==> src/rtl/periph_msg_pkg.sv <==
// periph_msg_pkg
// Shared constants and types for the peripheral side of the memory-controller
// serial link. Frame layout, MSB first:
//   SOF(8) | header(16) | data(DATA_W) | addr(ADDR_W) | error(8) | EOF(8)
// Contents: delimiter and header constants, the error-inject byte, the
// controller state enum and a small helper that recognises request headers.
package periph_msg_pkg;

  localparam logic [7:0]  SOF       = 8'h0F;
  localparam logic [7:0]  EOF       = 8'hF0;
  localparam logic [7:0]  ERR_BYTE  = 8'hFF;

  localparam logic [15:0] HDR_READ  = 16'h0001;
  localparam logic [15:0] HDR_WRITE = 16'h0002;
  localparam logic [15:0] HDR_WAIT  = 16'hFFF1;
  localparam logic [15:0] HDR_READY = 16'hFFF2;
  localparam logic [15:0] HDR_RETRY = 16'hFFF3;

  typedef enum logic [2:0] {
    ST_IDLE,
    ST_SEND,
    ST_WAIT_TX,
    ST_WAIT_RSP,
    ST_DONE,
    ST_FAIL
  } state_e;

  // True for the only two instructions the controller will put on the link.
  function automatic logic hdr_is_request(input logic [15:0] hdr);
    return (hdr == HDR_READ) || (hdr == HDR_WRITE);
  endfunction

endpackage

==> src/rtl/periph_link_ctrl_if.sv <==
// periph_link_ctrl_if
// Bundles the request, UART and response signals of periph_link_ctrl.
// Parameters DATA_W / ADDR_W / MAX_RETRY must match the controller instance.
// Modports:
//   slave  - the controller: takes request/UART/response inputs, drives results
//   master - the host/UART side: drives requests and responses, observes results
interface periph_link_ctrl_if #(
  parameter int DATA_W    = 32,
  parameter int ADDR_W    = 24,
  parameter int MAX_RETRY = 3
);
  localparam int FRAME_W = 40 + DATA_W + ADDR_W;
  localparam int RC_W    = $clog2(MAX_RETRY + 1);

  logic               iStart;
  logic [15:0]        iInstruction;
  logic [ADDR_W-1:0]  iAddr;
  logic [DATA_W-1:0]  iData;
  logic               iError;
  logic               iTxDone;
  logic               iRxFlag;
  logic [FRAME_W-1:0] iRxMsg;

  logic               oTransmit;
  logic [FRAME_W-1:0] oOutputMsg;
  logic               oReady;
  logic               oFail;
  logic [DATA_W-1:0]  oData;
  logic               oBusy;
  logic [RC_W-1:0]    oRetryCnt;

  modport slave (
    input  iStart, iInstruction, iAddr, iData, iError, iTxDone, iRxFlag, iRxMsg,
    output oTransmit, oOutputMsg, oReady, oFail, oData, oBusy, oRetryCnt
  );

  modport master (
    output iStart, iInstruction, iAddr, iData, iError, iTxDone, iRxFlag, iRxMsg,
    input  oTransmit, oOutputMsg, oReady, oFail, oData, oBusy, oRetryCnt
  );

endinterface

==> src/rtl/mcp_frame_decoder.sv <==
// mcp_frame_decoder
// Purely combinational field extraction for a response frame from the memory
// controller.
// Ports:
//   rx_msg   in   full response frame
//   valid    out  start and end delimiters are both correct
//   is_wait  out  header is the wait code (not qualified by valid)
//   is_ready out  header is the ready code (not qualified by valid)
//   is_retry out  header is the retransmit code (not qualified by valid)
//   data     out  data field
//   addr     out  address field
module mcp_frame_decoder
  import periph_msg_pkg::*;
#(
  parameter int DATA_W = 32,
  parameter int ADDR_W = 24
) (
  input  logic [40+DATA_W+ADDR_W-1:0] rx_msg,
  output logic                        valid,
  output logic                        is_wait,
  output logic                        is_ready,
  output logic                        is_retry,
  output logic [DATA_W-1:0]           data,
  output logic [ADDR_W-1:0]           addr
);
  localparam int FRAME_W = 40 + DATA_W + ADDR_W;

  logic [15:0] hdr;
  // The error byte carries no meaning on a response frame.
  logic [7:0]  err_unused;

  assign hdr        = rx_msg[FRAME_W-9 -: 16];
  assign data       = rx_msg[FRAME_W-25 -: DATA_W];
  assign addr       = rx_msg[ADDR_W+15 : 16];
  assign err_unused = rx_msg[15:8];

  assign valid    = (rx_msg[FRAME_W-1 -: 8] == SOF) && (rx_msg[7:0] == EOF);
  assign is_wait  = (hdr == HDR_WAIT);
  assign is_ready = (hdr == HDR_READY);
  assign is_retry = (hdr == HDR_RETRY);

endmodule

==> src/rtl/periph_link_ctrl.sv <==
// periph_link_ctrl
// Peripheral-side transaction controller for the memory-controller serial link.
// Builds a request frame, hands it to the UART, waits for the response and
// resolves wait / ready / retransmit responses with a bounded retry count and a
// response timeout. Every output is registered.
// Ports:
//   clk    in   system clock, rising edge
//   reset  in   asynchronous active-low reset
//   bus    slave modport of periph_link_ctrl_if (request, UART handshake,
//               response frame in; transmit pulse, request frame, ready/fail
//               pulses, read data, busy and retry count out)
module periph_link_ctrl
  import periph_msg_pkg::*;
#(
  parameter int DATA_W    = 32,
  parameter int ADDR_W    = 24,
  parameter int MAX_RETRY = 3,
  parameter int TIMEOUT   = 255
) (
  input  logic              clk,
  input  logic              reset,
  periph_link_ctrl_if.slave bus
);
  localparam int FRAME_W = 40 + DATA_W + ADDR_W;
  localparam int RC_W    = $clog2(MAX_RETRY + 1);
  localparam int TMO_W   = $clog2(TIMEOUT + 1);

  state_e             state_q, state_d;
  logic [15:0]        instr_q, instr_d;
  logic [ADDR_W-1:0]  addr_q, addr_d;
  logic [DATA_W-1:0]  wdata_q, wdata_d;
  logic               err_q, err_d;
  logic [RC_W-1:0]    retry_q, retry_d;
  logic [TMO_W-1:0]   tmo_q, tmo_d;
  logic [FRAME_W-1:0] msg_q, msg_d;
  logic [DATA_W-1:0]  rdata_q, rdata_d;
  logic               tx_q, tx_d;
  logic               ready_q, ready_d;
  logic               fail_q, fail_d;
  logic               busy_q, busy_d;

  logic               dec_valid, dec_wait, dec_ready, dec_retry;
  logic [DATA_W-1:0]  dec_data;
  logic [ADDR_W-1:0]  dec_addr_unused;
  logic               rx_ok;
  logic               retransmit;

  mcp_frame_decoder #(
    .DATA_W (DATA_W),
    .ADDR_W (ADDR_W)
  ) u_decoder (
    .rx_msg   (bus.iRxMsg),
    .valid    (dec_valid),
    .is_wait  (dec_wait),
    .is_ready (dec_ready),
    .is_retry (dec_retry),
    .data     (dec_data),
    .addr     (dec_addr_unused)
  );

  // A frame only counts when flagged and correctly delimited.
  assign rx_ok = bus.iRxFlag && dec_valid;

  always_comb begin
    state_d    = state_q;
    instr_d    = instr_q;
    addr_d     = addr_q;
    wdata_d    = wdata_q;
    err_d      = err_q;
    retry_d    = retry_q;
    tmo_d      = tmo_q;
    msg_d      = msg_q;
    rdata_d    = rdata_q;
    tx_d       = 1'b0;
    ready_d    = 1'b0;
    fail_d     = 1'b0;
    retransmit = 1'b0;

    case (state_q)
      ST_IDLE: begin
        if (bus.iStart) begin
          instr_d = bus.iInstruction;
          addr_d  = bus.iAddr;
          wdata_d = bus.iData;
          err_d   = bus.iError;
          retry_d = '0;
          state_d = hdr_is_request(bus.iInstruction) ? ST_SEND : ST_FAIL;
        end
      end
      ST_SEND: begin
        // retry_q is zero only on the first attempt, so the injected error
        // byte never reaches a retransmission.
        msg_d   = {SOF, instr_q, wdata_q, addr_q,
                   ((retry_q == '0) && err_q) ? ERR_BYTE : 8'h00, EOF};
        tx_d    = 1'b1;
        state_d = ST_WAIT_TX;
      end
      ST_WAIT_TX: begin
        if (bus.iTxDone) begin
          tmo_d   = TMO_W'(TIMEOUT);
          state_d = ST_WAIT_RSP;
        end
      end
      ST_WAIT_RSP: begin
        tmo_d = tmo_q - TMO_W'(1);
        // Responses are checked before the expiry so a response arriving on
        // the expiry cycle takes precedence.
        if (rx_ok && dec_wait) begin
          tmo_d = TMO_W'(TIMEOUT);
        end else if (rx_ok && dec_ready) begin
          if (instr_q == HDR_READ) rdata_d = dec_data;
          state_d = ST_DONE;
        end else if ((rx_ok && dec_retry) || (tmo_q == TMO_W'(1))) begin
          retransmit = 1'b1;
        end
      end
      ST_DONE: begin
        ready_d = 1'b1;
        state_d = ST_IDLE;
      end
      ST_FAIL: begin
        fail_d  = 1'b1;
        state_d = ST_IDLE;
      end
      default: state_d = ST_IDLE;
    endcase

    if (retransmit) begin
      if (retry_q < RC_W'(MAX_RETRY)) begin
        retry_d = retry_q + RC_W'(1);
        state_d = ST_SEND;
      end else begin
        state_d = ST_FAIL;
      end
    end

    // Registered from the next state so oBusy lines up with the state register.
    busy_d = (state_d != ST_IDLE);
  end

  always_ff @(posedge clk or negedge reset) begin
    if (!reset) begin
      state_q <= ST_IDLE;
      instr_q <= '0;
      addr_q  <= '0;
      wdata_q <= '0;
      err_q   <= 1'b0;
      retry_q <= '0;
      tmo_q   <= '0;
      msg_q   <= '0;
      rdata_q <= '0;
      tx_q    <= 1'b0;
      ready_q <= 1'b0;
      fail_q  <= 1'b0;
      busy_q  <= 1'b0;
    end else begin
      state_q <= state_d;
      instr_q <= instr_d;
      addr_q  <= addr_d;
      wdata_q <= wdata_d;
      err_q   <= err_d;
      retry_q <= retry_d;
      tmo_q   <= tmo_d;
      msg_q   <= msg_d;
      rdata_q <= rdata_d;
      tx_q    <= tx_d;
      ready_q <= ready_d;
      fail_q  <= fail_d;
      busy_q  <= busy_d;
    end
  end

  assign bus.oTransmit  = tx_q;
  assign bus.oOutputMsg = msg_q;
  assign bus.oReady     = ready_q;
  assign bus.oFail      = fail_q;
  assign bus.oData      = rdata_q;
  assign bus.oBusy      = busy_q;
  assign bus.oRetryCnt  = retry_q;

endmodule

==> src/flat_wrapper.sv <==
// flat-port wrapper written by rule: the top's interface ports become plain ports
module periph_link_ctrl_flat import periph_msg_pkg::*;
#(
  parameter int DATA_W    = 32,
  parameter int ADDR_W    = 24,
  parameter int MAX_RETRY = 3,
  parameter int TIMEOUT   = 255
)
  (clk, reset, bus_iStart, bus_iInstruction, bus_iAddr, bus_iData, bus_iError, bus_iTxDone, bus_iRxFlag, bus_iRxMsg, bus_oTransmit, bus_oOutputMsg, bus_oReady, bus_oFail, bus_oData, bus_oBusy, bus_oRetryCnt);
  periph_link_ctrl_if #(.DATA_W(DATA_W), .ADDR_W(ADDR_W), .MAX_RETRY(MAX_RETRY)) bus_i ();
  input  logic clk;
  input  logic reset;
  input wire logic [$bits(bus_i.iStart)-1:0] bus_iStart;
  input wire logic [$bits(bus_i.iInstruction)-1:0] bus_iInstruction;
  input wire logic [$bits(bus_i.iAddr)-1:0] bus_iAddr;
  input wire logic [$bits(bus_i.iData)-1:0] bus_iData;
  input wire logic [$bits(bus_i.iError)-1:0] bus_iError;
  input wire logic [$bits(bus_i.iTxDone)-1:0] bus_iTxDone;
  input wire logic [$bits(bus_i.iRxFlag)-1:0] bus_iRxFlag;
  input wire logic [$bits(bus_i.iRxMsg)-1:0] bus_iRxMsg;
  output wire logic [$bits(bus_i.oTransmit)-1:0] bus_oTransmit;
  output wire logic [$bits(bus_i.oOutputMsg)-1:0] bus_oOutputMsg;
  output wire logic [$bits(bus_i.oReady)-1:0] bus_oReady;
  output wire logic [$bits(bus_i.oFail)-1:0] bus_oFail;
  output wire logic [$bits(bus_i.oData)-1:0] bus_oData;
  output wire logic [$bits(bus_i.oBusy)-1:0] bus_oBusy;
  output wire logic [$bits(bus_i.oRetryCnt)-1:0] bus_oRetryCnt;
  assign bus_i.iStart = bus_iStart;
  assign bus_i.iInstruction = bus_iInstruction;
  assign bus_i.iAddr = bus_iAddr;
  assign bus_i.iData = bus_iData;
  assign bus_i.iError = bus_iError;
  assign bus_i.iTxDone = bus_iTxDone;
  assign bus_i.iRxFlag = bus_iRxFlag;
  assign bus_i.iRxMsg = bus_iRxMsg;
  assign bus_oTransmit = bus_i.oTransmit;
  assign bus_oOutputMsg = bus_i.oOutputMsg;
  assign bus_oReady = bus_i.oReady;
  assign bus_oFail = bus_i.oFail;
  assign bus_oData = bus_i.oData;
  assign bus_oBusy = bus_i.oBusy;
  assign bus_oRetryCnt = bus_i.oRetryCnt;
  periph_link_ctrl #(.DATA_W(DATA_W), .ADDR_W(ADDR_W), .MAX_RETRY(MAX_RETRY), .TIMEOUT(TIMEOUT)) u_core (.clk(clk), .reset(reset), .bus(bus_i));
endmodule
==> config.mk <==
export PLATFORM = sky130hd
export DESIGN_NAME = periph_link_ctrl_flat
export DESIGN_NICKNAME = d
export VERILOG_FILES = /design/src/rtl/periph_msg_pkg.sv /design/src/rtl/periph_link_ctrl_if.sv /design/src/rtl/mcp_frame_decoder.sv /design/src/rtl/periph_link_ctrl.sv /design/src/flat_wrapper.sv
export SDC_FILE = /design/constraint.sdc
export NUM_CORES = 1
export LEC_CHECK = 0
export BUFFER_PORTS_ARGS = -buffer_cell sky130_fd_sc_hd__buf_2
export CAP_MARGIN = 20
export CORE_AREA = 2 2 139 141
export CTS_BUF_LIST = sky130_fd_sc_hd__clkbuf_16
export DETAILED_ROUTE_END_ITERATION = 16
export DIE_AREA = 0 0 141 143
export PLACE_DENSITY = 0.81
export RECOVER_POWER = 25
export SLEW_MARGIN = 40
export SYNTH_ARGS = -nofsm -noshare
export SYNTH_HDL_FRONTEND = slang
export SYNTH_HIERARCHICAL = 1
export SYNTH_SLANG_ARGS = --single-unit
==> constraint.sdc <==
create_clock -name clk -period 1.7 [get_ports clk]
set_input_delay 0.34 -clock clk [delete_from_list [all_inputs] [get_ports clk]]
set_output_delay 0.34 -clock clk [all_outputs]
set_load 0.05 [all_outputs]
==> impl_metrics.ini <==
[outcome]
outcome = complete, but fails checks
violations = setup timing

[yosys]
ys_warn_count = 6
synthCells = 549
syn_area_per_cell_um2 = 14.8
synthesis.area_um2 = 8140

[floorplan]
core_area_um2 = 18600
fp-row-count = 50
fp.dieW_um = 141
start_util_pct = 43.8
io_pins = 308
dieArea_um2 = 20200
die_h_um = 143

[worst_hold_path]
hold_class = in -> reg
hold_depth = 2

[place]
dp_hpwl_um = 13500
dp_slack_ps = -959
place.gp.congestion = 0.753
port_buffers = 267

[route]
finalWirelength_um = 20000
drtIter0Drc = 213
dr_wl_met2_um = 10200
via_per_inst = 4.96
dr_wl_met3_um = 1630
vias = 5467
first_pass_iters = 4
wire_per_inst_um = 18.1
route.detailed.drc = 0
top_layer = met4
met1_length_um = 7920
ant_nets = 0

[final_layout]
drive_above_1_share_pct = 68.4
final_nets = 1032
syn2layout_area_growth_pct = 38.6
layout_common_cells = buf_2 (265), dfrtp_1 (193), mux2_2 (102)
final_common_cell = buf_2
fill_cells = 1404

[timing]
fmaxAchievable_ghz = 0.454
fin_skew_ps = 12.9
hold_violations = 0
slew_headroom_pct = 27.6
rsz0062_at_grt = yes
final.period_utilization_pct = 130
setup_tns_ps = -22040
slew_violations = 0
finalSetupViolations = 123
worstMarginPinSlew_ps = 1090
fin_crit_ps = 2200
finalWorstSetupSlack_ps = -505

[power_and_ir_drop]
p_leak_uw = 0.00580
power_frac_seq_pct = 40.5
powerDensity_nw_per_um2 = 1390
switching_power_uw = 6170
vdd_drop_max_mv = 0.902
intPower_uw = 9550
pwr-share-comb_pct = 33.4
clkPwrFrac_pct = 26.1
swShare_pct = 39.2

[cts]
cts_made_buffers = 17
htree_levels = 4
cts_tree = done
clkSlewWorstSetupHoldPaths_ps = 80
cts.sinks = 196
ctsLongestPathBuffers = 2
root_buffer = clkbuf_16
clk_latency_ps = 430

[setup_path]
worst_ep_required_time_ps = 2000
crit_path_end_kind = flop
worst-r2r-cell-count = 6
crit_path_start_kind = primary input
critPathMaxFanout = 8
arrival_ps = 2510
crit_type = in -> reg

[flow_run]
cap_violations = 0

[grt]
grt_pass1_wl_um = 30900
grt_usage_pct = 19.6
grt-ovfl-total = 0
grt_pass1_vias = 5880
grt_max_degree = 52
antenna_found_initial = 0
[cell type report]
type,count,area (um2),area share (%)
Clock inverter,15,185,1.64
Multi-Input combinational cell,277,3100,27.4
Timing Repair Buffer,356,2350,20.9
Tap cell,234,293,2.59
Inverter,6,22.5,0.200
Antenna cell,1,2.50,0.0222
Clock buffer,17,425,3.77
Sequential cell,196,4910,43.5
[metrics by stage]
step                total power (uW)  cell area [um2]  util [%]  cells  hold WS (ps)
floorplan                      10100             8200         -    556          44.4
global placement               11300             9890      53.2   1044           285
detailed placement             11400             9890      53.2   1044           286
CTS                            15700            11100      59.5   1097           114
global route                   16400            11300      60.7   1101           117
finish                         15700            11300      60.8   1102           138
[final timing paths]
path / slack, ps / start / end
worst max-delay path: -500 / bus_iRxMsg[92] / u_core/bus.oData[2]$_DFFE_PN0P_
worst min-delay path: 140 / bus_iAddr[10] / u_core/addr_q[10]$_DFFE_PN0P_
worst max register to register: -250 / u_core/instr_q[5]$_DFFE_PN0P_ / u_core/bus.oData[2]$_DFFE_PN0P_
worst min register to register: 500 / u_core/bus.oOutputMsg[68]$_DFFE_PN0P_ / u_core/bus.oOutputMsg[68]$_DFFE_PN0P_
max in group asynchronous: 170 / reset / u_core/bus.oOutputMsg[25]$_DFFE_PN0P_
min in group asynchronous: 650 / reset / u_core/addr_q[22]$_DFFE_PN0P_
[state kept, by name, indices dropped and copies added (netlist names)]
name / flops
u_core/bus.oOutputMsg: 74
u_core/bus.oData: 32
u_core/wdata_q: 32
u_core/addr_q: 24
u_core/instr_q: 16
u_core/tmo_q: 8
u_core/state_q: 3
u_core/bus.oRetryCnt: 2
u_core/bus.oBusy: 1
u_core/bus.oFail: 1
u_core/bus.oReady: 1
u_core/bus.oTransmit: 1
u_core/err_q: 1
[metal layers]
metal  vias up  GRT usage (%)
met5         -              0
met4         0           5.89
met3        18           6.87
met2       204           33.8
met1      2742           23.3
li1       2503              -
[power by group through the flow]
| stage | registers, uW | clock network [uW] | logic (uW) |
|---|---|---|---|
| after global placement | 6340 | 0 | 4940 |
| after global routing | 6490 | 4390 | 5530 |
| after detailed placement | 6400 | 0 | 5030 |
| final | 6360 | 4100 | 5250 |
| after CTS | 6330 | 4200 | 5190 |
| after floorplan | 8360 | 0 | 1690 |
[critical path: stages]
cell and delay [ps]:
buf_6 90, or4_4 530, nor4_4 330, nand3_2 150
nor4_4 170, and4_4 380, clkbuf_16 210, mux2_4 300
[timing repair]
item	CTS	global route
hold buffers	1	0
hold endpoints to repair	32	0
pin swaps	7	4
resized for setup	73	50
setup buffers	15	5
endpoints found under the setup margin	143	181
gates cloned	5	2
Power figures use the tool's default switching activity.
